## src/rtl/cpu_pkg.sv

```systemverilog
// Shared CPU definitions: condition-code encoding and branch-resolver FSM states.
package cpu_pkg;

  localparam logic [3:0] COND_ALWAYS = 4'h0;
  localparam logic [3:0] COND_NEVER  = 4'h1;
  localparam logic [3:0] COND_EQ     = 4'h2;
  localparam logic [3:0] COND_NE     = 4'h3;
  localparam logic [3:0] COND_CS     = 4'h4;
  localparam logic [3:0] COND_CC     = 4'h5;
  localparam logic [3:0] COND_MI     = 4'h6;
  localparam logic [3:0] COND_PL     = 4'h7;
  localparam logic [3:0] COND_VS     = 4'h8;
  localparam logic [3:0] COND_VC     = 4'h9;
  localparam logic [3:0] COND_HI     = 4'hA;
  localparam logic [3:0] COND_LS     = 4'hB;
  localparam logic [3:0] COND_GE     = 4'hC;
  localparam logic [3:0] COND_LT     = 4'hD;
  localparam logic [3:0] COND_GT     = 4'hE;
  localparam logic [3:0] COND_LE     = 4'hF;

  localparam logic [1:0] ST_IDLE = 2'd0;
  localparam logic [1:0] ST_WAIT = 2'd1;
  localparam logic [1:0] ST_EVAL = 2'd2;

endpackage

```

## src/rtl/cond_eval.sv

```systemverilog
// Combinational condition-code evaluator against the CF/OF/NF/ZF flags.
module cond_eval
  import cpu_pkg::*;
(
  input  logic [3:0] COND,
  input  logic       CF,
  input  logic       OF,
  input  logic       NF,
  input  logic       ZF,
  output logic       TRUE
);

  logic signed_lt;
  assign signed_lt = NF ^ OF;

  always_comb begin
    TRUE = 1'b0;
    case (COND)
      COND_ALWAYS: TRUE = 1'b1;
      COND_NEVER:  TRUE = 1'b0;
      COND_EQ:     TRUE = ZF;
      COND_NE:     TRUE = ~ZF;
      COND_CS:     TRUE = CF;
      COND_CC:     TRUE = ~CF;
      COND_MI:     TRUE = NF;
      COND_PL:     TRUE = ~NF;
      COND_VS:     TRUE = OF;
      COND_VC:     TRUE = ~OF;
      COND_HI:     TRUE = CF & ~ZF;
      COND_LS:     TRUE = ~CF | ZF;
      COND_GE:     TRUE = ~signed_lt;
      COND_LT:     TRUE = signed_lt;
      COND_GT:     TRUE = ~ZF & ~signed_lt;
      COND_LE:     TRUE = ZF | signed_lt;
      default:     TRUE = 1'b0;
    endcase
  end

endmodule

```

## src/rtl/branch_resolver.sv

```systemverilog
// Resolves conditional jumps: waits for pending flag writes, evaluates the
// condition on settled flags, then reports the result and pulses a PC load.
module branch_resolver
  import cpu_pkg::*;
#(
  parameter int ADDR_W = 8,
  parameter int COND_W = 4
) (
  input  logic              CLK,
  input  logic              RESET,
  input  logic              REQ,
  input  logic [COND_W-1:0] COND,
  input  logic [ADDR_W-1:0] TARGET,
  input  logic              FWE,
  input  logic              CF,
  input  logic              OF,
  input  logic              NF,
  input  logic              ZF,
  output logic              BUSY,
  output logic              DONE,
  output logic              TAKEN,
  output logic              PC_LOAD,
  output logic [ADDR_W-1:0] PC_OUT
);

  logic [1:0]        state_q, state_d;
  logic [3:0]        cond_q, cond_d;
  logic [ADDR_W-1:0] target_q, target_d;
  logic              taken_q, taken_d;
  logic              done_q, done_d;
  logic              pc_load_q, pc_load_d;
  logic [ADDR_W-1:0] pc_out_q, pc_out_d;
  logic              cond_true;

  cond_eval u_cond_eval (
    .COND (cond_q),
    .CF   (CF),
    .OF   (OF),
    .NF   (NF),
    .ZF   (ZF),
    .TRUE (cond_true)
  );

  always_comb begin
    state_d   = state_q;
    cond_d    = cond_q;
    target_d  = target_q;
    taken_d   = taken_q;
    done_d    = 1'b0;
    pc_load_d = 1'b0;
    pc_out_d  = pc_out_q;
    case (state_q)
      ST_WAIT: begin
        if (!FWE) state_d = ST_EVAL;
      end
      // Flags are stable here because FWE was low on the previous cycle.
      ST_EVAL: begin
        taken_d   = cond_true;
        done_d    = 1'b1;
        pc_load_d = cond_true;
        pc_out_d  = target_q;
        state_d   = ST_IDLE;
      end
      // IDLE and any unreachable encoding both accept a new request.
      default: begin
        state_d = ST_IDLE;
        if (REQ) begin
          cond_d   = COND[3:0];
          target_d = TARGET;
          state_d  = FWE ? ST_WAIT : ST_EVAL;
        end
      end
    endcase
  end

  always_ff @(posedge CLK or negedge RESET) begin
    if (!RESET) begin
      state_q   <= ST_IDLE;
      cond_q    <= '0;
      target_q  <= '0;
      taken_q   <= 1'b0;
      done_q    <= 1'b0;
      pc_load_q <= 1'b0;
      pc_out_q  <= '0;
    end else begin
      state_q   <= state_d;
      cond_q    <= cond_d;
      target_q  <= target_d;
      taken_q   <= taken_d;
      done_q    <= done_d;
      pc_load_q <= pc_load_d;
      pc_out_q  <= pc_out_d;
    end
  end

  assign BUSY    = (state_q == ST_WAIT) || (state_q == ST_EVAL);
  assign DONE    = done_q;
  assign TAKEN   = taken_q;
  assign PC_LOAD = pc_load_q;
  assign PC_OUT  = pc_out_q;

endmodule

```

## config.mk

```make
export PLATFORM = sky130hd
export DESIGN_NAME = branch_resolver
export DESIGN_NICKNAME = d
export VERILOG_FILES = /design/src/rtl/cpu_pkg.sv /design/src/rtl/cond_eval.sv /design/src/rtl/branch_resolver.sv
export SDC_FILE = /design/constraint.sdc
export NUM_CORES = 1
export LEC_CHECK = 0
export ABC_AREA = 1
export CAP_MARGIN = 20
export CORE_MARGIN = 4
export CORE_UTILIZATION = 47
export DETAILED_ROUTE_END_ITERATION = 8
export PLACE_DENSITY_LB_ADDON = 0.15
export SLEW_MARGIN = 10
export SYNTH_ARGS = -nofsm -noshare
export SYNTH_HDL_FRONTEND = slang
export SYNTH_SLANG_ARGS = --single-unit
```

## constraint.sdc

```tcl
create_clock -name CLK -period 1.75 [get_ports CLK]
set_clock_uncertainty 0.05 [all_clocks]
set_input_delay 0.4375 -clock CLK [delete_from_list [all_inputs] [get_ports CLK]]
set_output_delay 0.4375 -clock CLK [all_outputs]
set_load 0.005 [all_outputs]
```

; Yosys cells after proc, flatten, opt, wreduce, memory -nomap -nowiden
; Cells that the tools add are included.
[word_totals]
register_bits = 25
in_bits = 20
output_inout_bits = 12
wordCells = 47
[classes]
n_eq_ne = 18
mux = 7
n_bitwise = 11
reduce_logical = 4
[ops]
columns = operator, count
row1 = 4-bit equality test (second input constant), 8
row2 = 4-bit by 3-bit equality test with 1-bit output (second input constant), 4
row3 = 1-bit one-hot mux with 16 select lines, 1
row4 = 4-bit by 2-bit equality test with 1-bit output (second input constant), 2
row5 = 2-bit two-way mux, 3
row6 = 1-bit inverter, 6
row7 = 4-bit by 1-bit equality test with 1-bit output (second input constant), 1
row8 = 4-bit zero test, 1
row9 = 2-bit one-hot mux with 2 select lines, 1
row10 = 1-bit AND, 2
row11 = 2-bit by 1-bit equality test with 1-bit output (second input constant), 1
row12 = 2-bit equality test (second input constant), 1
row13 = 1-bit two-way mux, 2
row14 = 2-bit inequality test (second input constant), 1
row15 = 1-bit bitwise OR, 2
row16 = 2-bit AND reduction, 1
row17 = 2-bit OR reduction, 1
row18 = 1-bit logical OR, 1
row19 = 1-bit bitwise XOR, 1

; Logic depth before layout (Yosys ltp)
; Gate-level depths: netlist (run 1).
[logic_depth]
ltp_word = 5
mapped_depth = 9
mapped_depth_nobuf = 9

; Hierarchy
; Synthesis (run 1) repeated with hierarchy kept, for this count alone.
[hier_totals]
cells_unflattened = 160
area_unflattened_um2 = 1238.7
[by_module_without_submodules]
columns = module, instances, cells_each, area_per_inst_um2, seq_area_each_um2
row1 = branch_resolver, 1, 111, 1007.2, 625.6
row2 = cond_eval, 1, 49, 231.5, 0.0

; Worst setup path before layout (run 1)
; No wires, ideal clock.
[synth_timing]
kind = flip-flop to flip-flop
start = register state_q[1]
end = register cond_q[3]
setup_time_ps = 127
arrival_time_ps = 1163
t_required_ps = 1573
path_slack_ps = 410
path_stages_with_launch = 6
n_path_buf = 1
period_less_slack_ps = 1340
path_cell_list = dfrtp_1 ha_1 nand2_2 inv_2 buf_2 o21ai_0
[synth_between]
elab_chain_cells = 4
elab_cells_between_ends = 5
classes_between = 2 x eq/ne / 1 x bitwise / 2 x reduce/logical
[synth_lines]
columns = element, line_no
row1 = start: declaration, branch_resolver.sv:26  ; logic [1:0] state_q, state_d;
row2 = start signal: assignment, branch_resolver.sv:86  ; state_q <= state_d;
row3 = 2-bit by 1-bit equality test with 1-bit output / 2-bit equality test (equally long branches), branch_resolver.sv:52  ; case (state_q)
row4 = 2-bit OR reduction (no source line) (*), -
row5 = 1-bit inverter (no source line) (*), -
row6 = 2-bit AND reduction (no source line) (*), -
row7 = end signal: assignment, branch_resolver.sv:87  ; cond_q <= cond_d;
row8 = end: declaration, branch_resolver.sv:27  ; logic [3:0] cond_q, cond_d;
; Every way passes the cells marked *; elsewhere a longest branch is shown, timed or not.
; A chain may end at the register's enable or synchronous reset.

; Final worst setup path (run 1)
[layout_timing]
start = register pc_out_q[1], in the netlist PC_OUT[1]
end = output PC_OUT[1]
[layout_rtl]
columns = element, line_no
row1 = start: declaration, branch_resolver.sv:32  ; logic [ADDR_W-1:0] pc_out_q, pc_out_d;
row2 = start signal: assignment, branch_resolver.sv:92  ; pc_out_q <= pc_out_d;
row3 = end: declaration, branch_resolver.sv:23  ; output logic [ADDR_W-1:0] PC_OUT
; No word-level cell between the ends.

==> results.json, run 1 <==
{
  "max_slew_margin_pct": 78.9,
  "ys_ff_latch": 25,
  "netlist_instances": 154,
  "synth-compound-area-share_pct": 3.96,
  "hold_buffers": 0,
  "instances_no_fill": 227,
  "post_drt_wl_per_cell_um": 11.5,
  "path_cells": "clkdlybuf4s50_1",
  "first_iter_violations": 47,
  "maxCapViolations": 0,
  "worst_ep_required_time_ps": 1260,
  "ys_warn_count": 0,
  "h-tree-depth": 1,
  "ioPinCount": 32,
  "seqCellArea_um2": 626,
  "cp.depth": 1,
  "finalSetupTns_ps": 0,
  "grt_overflow": 0,
  "ant_nets": 0,
  "synth_top_family_by_area": "simple AND/OR/NAND/NOR gates",
  "cts.clk_slew.worst_paths_ps": 140,
  "via_count": 1102,
  "fill_cells": 190,
  "dpl.cell_count": 217,
  "critPathMaxFanout": 2,
  "fp.dieW_um": 57.9,
  "cp_top_family": "buffers and inverters",
  "cts_tree": "yes",
  "clock_latency_ps": 320,
  "end_kind": "primary output",
  "ir_drop_v": 0.000898,
  "clkSinkCount": 25,
  "cellLeakagePower_uw": 0.000908,
  "final_common_cell": "nand2_1",
  "hpwl_um": 1950,
  "placementRows": 17,
  "drt_wl_total_um": 2610,
  "fmax_mhz": 590,
  "fin_crit_ps": 1690,
  "antenna_cells": 0,
  "setup_viol": 0,
  "total_power_uw": 2290,
  "multi_input_area_um2": 488,
  "cp_slowest_stage_delay_ps": 500,
  "die-height_um": 57.9,
  "syn_nets": 176,
  "hold_viol": 0,
  "drt-pass1-iter-count": 4,
  "p_per_area_nw_per_um2": 1400,
  "path_buf_inv": 1,
  "yosys.area_share.simple_pct": 34.5,
  "critPathKind": "register to primary output",
  "die_area_um2": 3350,
  "rr_worst_depth": 7,
  "layout.nets": 222,
  "critPathArrivalTime_ps": 1210,
  "final_cell_mix": "79 x nand2_1, 27 x clkdlybuf4s50_1, 25 x dfrtp_1",
  "seq_area_frac_synth_pct": 53.5,
  "start_util_pct": 50.9,
  "reg2reg_slack_ps": 320,
  "tightest_slew_ps": 316,
  "hold_class": "input port to async pin",
  "antenna_found_initial": 0,
  "gp_congestion": 0.789,
  "synth_xor_area_share_pct": 0,
  "synth_cell_type_count": 15,
  "fin_ws_ps": 56.3,
  "hold_slack_ps": 404,
  "via_per_inst": 4.85,
  "grt_start_max_net_pins": 26,
  "grtUsageTotal_pct": 16.8,
  "finalCritPeriodShare_pct": 96.8,
  "slew_viol_final": 0,
  "synth-adder-area-share_pct": 2.14,
  "critPathLaunchType": "register",
  "syn_avg_cell_area_um2": 7.60,
  "synthMuxAreaShare_pct": 0,
  "drc_errors": 0,
  "grt_pass1_wl_um": 4400,
  "cts_buffer_depth": 2,
  "outcome": "finished clean",
  "coreArea_um2": 2300,
  "pre_cts_ws_ps": -62.4,
  "numCtsBuffers": 3,
  "syn_area_um2": 1170,
  "drive_gt1_share_pct": 13.6,
  "areaGrowthSynthToFinish_pct": 40.0,
  "crit_slowest_cell": "clkdlybuf4s50_1",
  "grt_pass1_vias": 1042,
  "port_buffers": 31,
  "clockRootBuffer": "clkbuf_4"
}
[power breakdown]
group	leakage, uW	switching [uW]	internal [uW]
logic	0.000578	515	524
clock network	0.0000139	179	87.2
registers	0.000315	162	819
total	0.000908	856	1430
[flip-flops by register name, summed over array words and instances, names as in the netlist]
| register | flops |
|---|---|
| DONE | 1 |
| PC_LOAD | 1 |
| PC_OUT | 8 |
| TAKEN | 1 |
| cond_q | 4 |
| state_q | 2 |
| target_q | 8 |
[per-stage QoR]
stage	instance area, um^2	util [%]
floorplan	1170	-
global placement	1550	67.4
detailed placement	1550	67.4
CTS	1610	69.9
global route	1640	71.3
finish	1640	71.3
[cell families after synthesis]
logic type                 Yosys count
AOI/OAI and AO/OA                    8
adders and majority gates            2
buffers and inverters               17
DFF                                 25
and+or+nand+nor                    102
[Yosys cell counts]
cell	number	area, um^2
a211oi_1	1	7.51
a21oi_1	1	5.00
a311oi_1	1	8.76
buf_2	1	5.00
buf_4	1	7.51
dfrtp_1	25	626
ha_1	2	25.0
inv_1	11	41.3
inv_2	4	15.0
nand2_1	79	297
nand2_2	3	18.8
nand3_1	6	30.0
nand3_2	1	10.0
nor2_1	13	48.8
o21ai_0	5	25.0
[cell type report]
type | count | area share, %
inverters | 15 | 3.44
repair buffers | 43 | 24.6
clock buffers | 3 | 1.38
multi-input cells | 112 | 29.8
clock inverters | 1 | 0.458
well taps | 28 | 2.14
flip-flops and latches | 25 | 38.2
[worst paths after layout]
kind | from | to
setup / recovery | PC_OUT[1] | PC_OUT[1]
hold / removal | RESET | PC_LOAD
setup reg to reg | state_q[0] | state_q[1]
hold reg to reg | PC_OUT[2] | PC_OUT[2]
max in group asynchronous | RESET | cond_q[3]
min in group CLK | PC_OUT[2] | PC_OUT[2]
[what timing repair did]
action | in CTS | in global routing
pin swaps | 1 | 0
setup endpoints to repair | 1 | 5
setup buffers | 2 | 4
resized for setup | 4 | 4
[routing by layer]
metal	vias up	share of wire, %	track usage (%)
li1	560	-	-
met1	510	42	20.5
met2	28	52	30.0
met3	4	5.3	2.45
met4	0	0.88	5.63
met5	-	0	0
No activity file was read; power rests on OpenSTA's default activity.
==> run 2, diff against run 1 <==
MAX_ROUTING_LAYER = met4   (was not set)
SLEW_MARGIN = 0   (was 10)
==> results.json, run 2 (same netlist as run 1, synthesis figures left out) <==
{
  "outcome": "finished clean",
  "critPathLaunchType": "register",
  "path_buf_inv": 1,
  "cp_slowest_stage_delay_ps": 500,
  "worst_ep_required_time_ps": 1260,
  "areaGrowthSynthToFinish_pct": 40.0,
  "maxCapViolations": 0,
  "final_cell_mix": "79 x nand2_1, 27 x clkdlybuf4s50_1, 25 x dfrtp_1",
  "hpwl_um": 1950,
  "p_per_area_nw_per_um2": 1390,
  "antenna_found_initial": 0,
  "clock_latency_ps": 320,
  "end_kind": "primary output",
  "setup_viol": 0,
  "tightest_slew_ps": 311,
  "p_sw_uw": 853,
  "reg2reg_slack_ps": 320,
  "ir_drop_v": 0.000897,
  "drt-pass1-iter-count": 4,
  "fin_util_pct": 71.3,
  "drive_gt1_share_pct": 13.6,
  "die-height_um": 57.9,
  "finalCritPeriodShare_pct": 96.8,
  "coreArea_um2": 2300,
  "crit_slowest_cell": "clkdlybuf4s50_1",
  "clkSinkCount": 25,
  "via_count": 1091,
  "drt_wl_total_um": 2590,
  "start_util_pct": 50.9,
  "placementRows": 17,
  "p_clk_share_pct": 11.6,
  "ioPinCount": 32,
  "grt_use_met1_pct": 20.0,
  "fp.dieW_um": 57.9,
  "critPathMaxFanout": 2,
  "via_per_inst": 4.81,
  "numCtsBuffers": 3,
  "port_buffers": 31,
  "cts_tree": "yes",
  "first_iter_violations": 30,
  "hold_buffers": 0,
  "gp_congestion": 0.800,
  "drc_errors": 0,
  "post_drt_wl_per_cell_um": 11.4,
  "critPathKind": "register to primary output",
  "final_common_cell": "nand2_1",
  "fmax_mhz": 590,
  "antenna_cells": 0,
  "h-tree-depth": 1,
  "layout.nets": 222,
  "path_cells": "clkdlybuf4s50_1",
  "grt_pass1_wl_um": 4380,
  "hold_viol": 0,
  "slew_viol_final": 0,
  "pwr-share-comb_pct": 45.4,
  "cellLeakagePower_uw": 0.000908,
  "switching_share_pct": 37.4,
  "grt_start_max_net_pins": 26,
  "grt_pass1_vias": 1047,
  "clockRootBuffer": "clkbuf_4",
  "p_int_uw": 1430,
  "met3_usage_pct": 2.45,
  "busiest_layer": "met2",
  "grt_util_met2_pct": 30.3,
  "grtUsageTotal_pct": 17.2,
  "ant_nets": 0,
  "total_power_uw": 2280,
  "hold_class": "input port to async pin",
  "grt_overflow": 0,
  "cp_top_family": "buffers and inverters",
  "die_area_um2": 3350,
  "seqPwrFrac_pct": 43.0,
  "cts.clk_slew.worst_paths_ps": 140,
  "cts_buffer_depth": 2,
  "fin_crit_ps": 1690,
  "critPathArrivalTime_ps": 1210,
  "max_slew_margin_pct": 79.3
}
==> run 2: cell counts in the layout (fill, tap and decap cells not counted) <==
Identical to the previous run, type by type.
==> run 2: routing by layer <==
layer / up-vias / routed length, um
met5: - / 0
met4: 0 / 23
met3: 4 / 138
met2: 28 / 1340
met1: 503 / 1080
li1: 556 / -
==> run 2: area by class of cell <==
class                           count  area, um^2
Inverter                           15        56.3
Timing Repair Buffer               43         403
Tap cell                           28        35.0
Multi-Input combinational cell    112         488
Clock buffer                        3        22.5
Sequential cell                    25         626
Fill cell                         190         659
Clock inverter                      1        7.51
==> run 2: worst paths after layout <==
path	start	to	cells after the start
setup / recovery	PC_OUT[1]	PC_OUT[1]	1
setup reg to reg	state_q[0]	state_q[1]	7
hold / removal	RESET	PC_LOAD	2
max in group asynchronous	RESET	cond_q[3]	2
min in group CLK	PC_OUT[2]	PC_OUT[2]	2
hold reg to reg	PC_OUT[2]	PC_OUT[2]	2
==> run 2: power groups by stage <==
stage          Sequential (uW)  Clock, uW  Combinational, uW
2_1_floorplan              972          0                524
3_3_place_gp               974          0                944
3_5_place_dp               992          0                974
4_1_cts                    981        270               1010
5_1_grt                   1010        307               1170
6_report                   981        265               1040
==> run 2: metrics by stage <==
step | TNS [ps] | std cells | cell area, um^2 | worst slack, ps | hold slack [ps]
2_1_floorplan | 0 | 154 | 1170 | 410 | 91.9
3_3_place_gp | 0 | 217 | 1550 | 4.65 | 404
3_5_place_dp | -116 | 217 | 1550 | -62.4 | 408
4_1_cts | 0 | 223 | 1610 | 5.42 | 411
5_1_grt | -9.51 | 227 | 1640 | -9.51 | 409
6_report | 0 | 227 | 1640 | 55.5 | 402
==> run 2: repair_timing <==
| item | 4_1_cts | 5_1_grt |
|---|---|---|
| resized for setup | 4 | 4 |
| endpoints found under the setup margin | 1 | 5 |
| cloned | 0 | 0 |
| setup buffers | 2 | 4 |
| pin swaps | 1 | 0 |
==> run 3, diff against run 2 <==
CORE_ASPECT_RATIO = 0.7   (was not set)
SETUP_SLACK_MARGIN = 0.1   (was not set)
==> results.json, run 3 (same netlist as run 1, synthesis figures left out) <==
{
  "pre_cts_ws_ps": -87.1,
  "layout.nets": 228,
  "clockRootBuffer": "clkbuf_4",
  "tightest_slew_ps": 314,
  "cellLeakagePower_uw": 0.000942,
  "gp_congestion": 0.792,
  "grt_start_max_net_pins": 26,
  "antenna_found_initial": 0,
  "numCtsBuffers": 3,
  "slew_viol_final": 0,
  "cts.clk_slew.worst_paths_ps": 120,
  "end_kind": "primary output",
  "drt-pass1-iter-count": 4,
  "h-tree-depth": 1,
  "fin_area_um2": 1690,
  "areaGrowthSynthToFinish_pct": 44.5,
  "grt_pass1_vias": 1063,
  "critPathArrivalTime_ps": 1170,
  "start_util_pct": 51.8,
  "port_buffers": 31,
  "p_int_uw": 1470,
  "worst_ep_required_time_ps": 1260,
  "grt_overflow": 0,
  "setup_viol": 0,
  "critPathMaxFanout": 2,
  "coreArea_um2": 2260,
  "maxCapViolations": 0,
  "placementRows": 14,
  "total_power_uw": 2370,
  "clkSinkCount": 25,
  "die-height_um": 49.7,
  "p_sw_uw": 895,
  "clock_latency_ps": 320,
  "fin_ws_ps": 95.5,
  "p_per_area_nw_per_um2": 1400,
  "grt_pass1_wl_um": 4690,
  "seqPwrFrac_pct": 41.0,
  "ir_drop_v": 0.000826,
  "hpwl_um": 2010,
  "hold_buffers": 0,
  "postPlaceCellArea_um2": 1540,
  "antenna_cells": 0,
  "critPathKind": "register to primary output",
  "fmax_mhz": 604,
  "dpl.cell_count": 219,
  "drc_errors": 0,
  "rsz0062_at_grt": "true",
  "hold_class": "input port to async pin",
  "ioPinCount": 32,
  "cts_tree": "yes",
  "hold_viol": 0,
  "fin_crit_ps": 1650,
  "cts_buffer_depth": 2,
  "pwr-share-comb_pct": 48.4,
  "via_per_inst": 4.76,
  "drive_gt1_share_pct": 16.6,
  "fp.dieW_um": 67.6,
  "die_area_um2": 3360,
  "ant_nets": 0,
  "p_clk_share_pct": 10.6,
  "final_common_cell": "nand2_1",
  "switching_share_pct": 37.8,
  "drt_wl_total_um": 2800,
  "instances_no_fill": 237,
  "critPathLaunchType": "register",
  "outcome": "finished clean",
  "max_slew_margin_pct": 79.1,
  "first_iter_violations": 87,
  "grtUsageTotal_pct": 19.4,
  "final_cell_mix": "79 x nand2_1, 25 x dfrtp_1, 18 x clkdlybuf4s50_1, 18 x buf_4, 12 x nor2_1",
  "fin_util_pct": 74.8,
  "via_count": 1129,
  "finalCritPeriodShare_pct": 94.5,
  "post_drt_wl_per_cell_um": 11.8
}
[run 3: cell count changes in the layout (fill, tap and decap cells not counted), sizes merged]
cell,previous run,this run
buf,12,19
clkdlybuf4s50,27,18
clkinvlp,1,0
dlygate4sd2,0,11
dlymetal6s2s,3,1
[run 3: routing by layer]
| layer | track usage, % | part of all wire [%] | up-vias |
|---|---|---|---|
| li1 | - | - | 572 |
| met1 | 25.0 | 43 | 509 |
| met2 | 29.4 | 48 | 43 |
| met3 | 5.45 | 8.0 | 5 |
| met4 | 6.40 | 1.0 | 0 |
| met5 | - | 0 | - |
[run 3: area by class of cell]
type                            count  area [um^2]
Multi-Input combinational cell    112          504
Sequential cell                    25          626
Timing Repair Buffer               49          435
Tap cell                           32         40.0
Inverter                           15         58.8
Clock buffer                        4         26.3
Fill cell                         179          569
[run 3: path summary, 6_finish.rpt]
path / startpoint / to / slack, ps / cells past startpoint
min in group CLK: PC_OUT[6] / PC_OUT[6] / 430 / 2
setup reg to reg: state_q[0] / cond_q[3] / 210 / 9
setup / recovery: state_q[1] / BUSY / 100 / 3
hold reg to reg: PC_OUT[6] / PC_OUT[6] / 430 / 2
max in group asynchronous: RESET / target_q[7] / 1000 / 2
hold / removal: RESET / PC_LOAD / 420 / 2
[run 3: through the flow]
| stage | setup TNS (ps) | hold WS [ps] |
|---|---|---|
| 2_1_floorplan | 0 | 91.9 |
| 3_3_place_gp | 0 | 402 |
| 3_5_place_dp | -157 | 408 |
| 4_1_cts | 0 | 423 |
| 5_1_grt | 0 | 426 |
| 6_report | 0 | 419 |
[run 3: worst max-delay path, cell delays in order, from the launching register on]
cell and delay, ps:
dfrtp_1 430, ha_4 290, inv_2 30, buf_6 100
[run 3: repair_timing]
action                     4_1_cts  5_1_grt
resized for setup               15        9
setup endpoints to repair       12       15
hold endpoints to repair         0        0
buffers inserted                 9        5
pin swaps                        1        1
[run 3: power groups by stage]
stage / sequential (uW) / clock, uW / combinational, uW
after detailed placement: 992 / 0 / 972
after global routing: 1010 / 294 / 1280
after floorplan: 972 / 0 / 524
final: 971 / 252 / 1150
after CTS: 968 / 267 / 1020
after global placement: 974 / 0 / 941
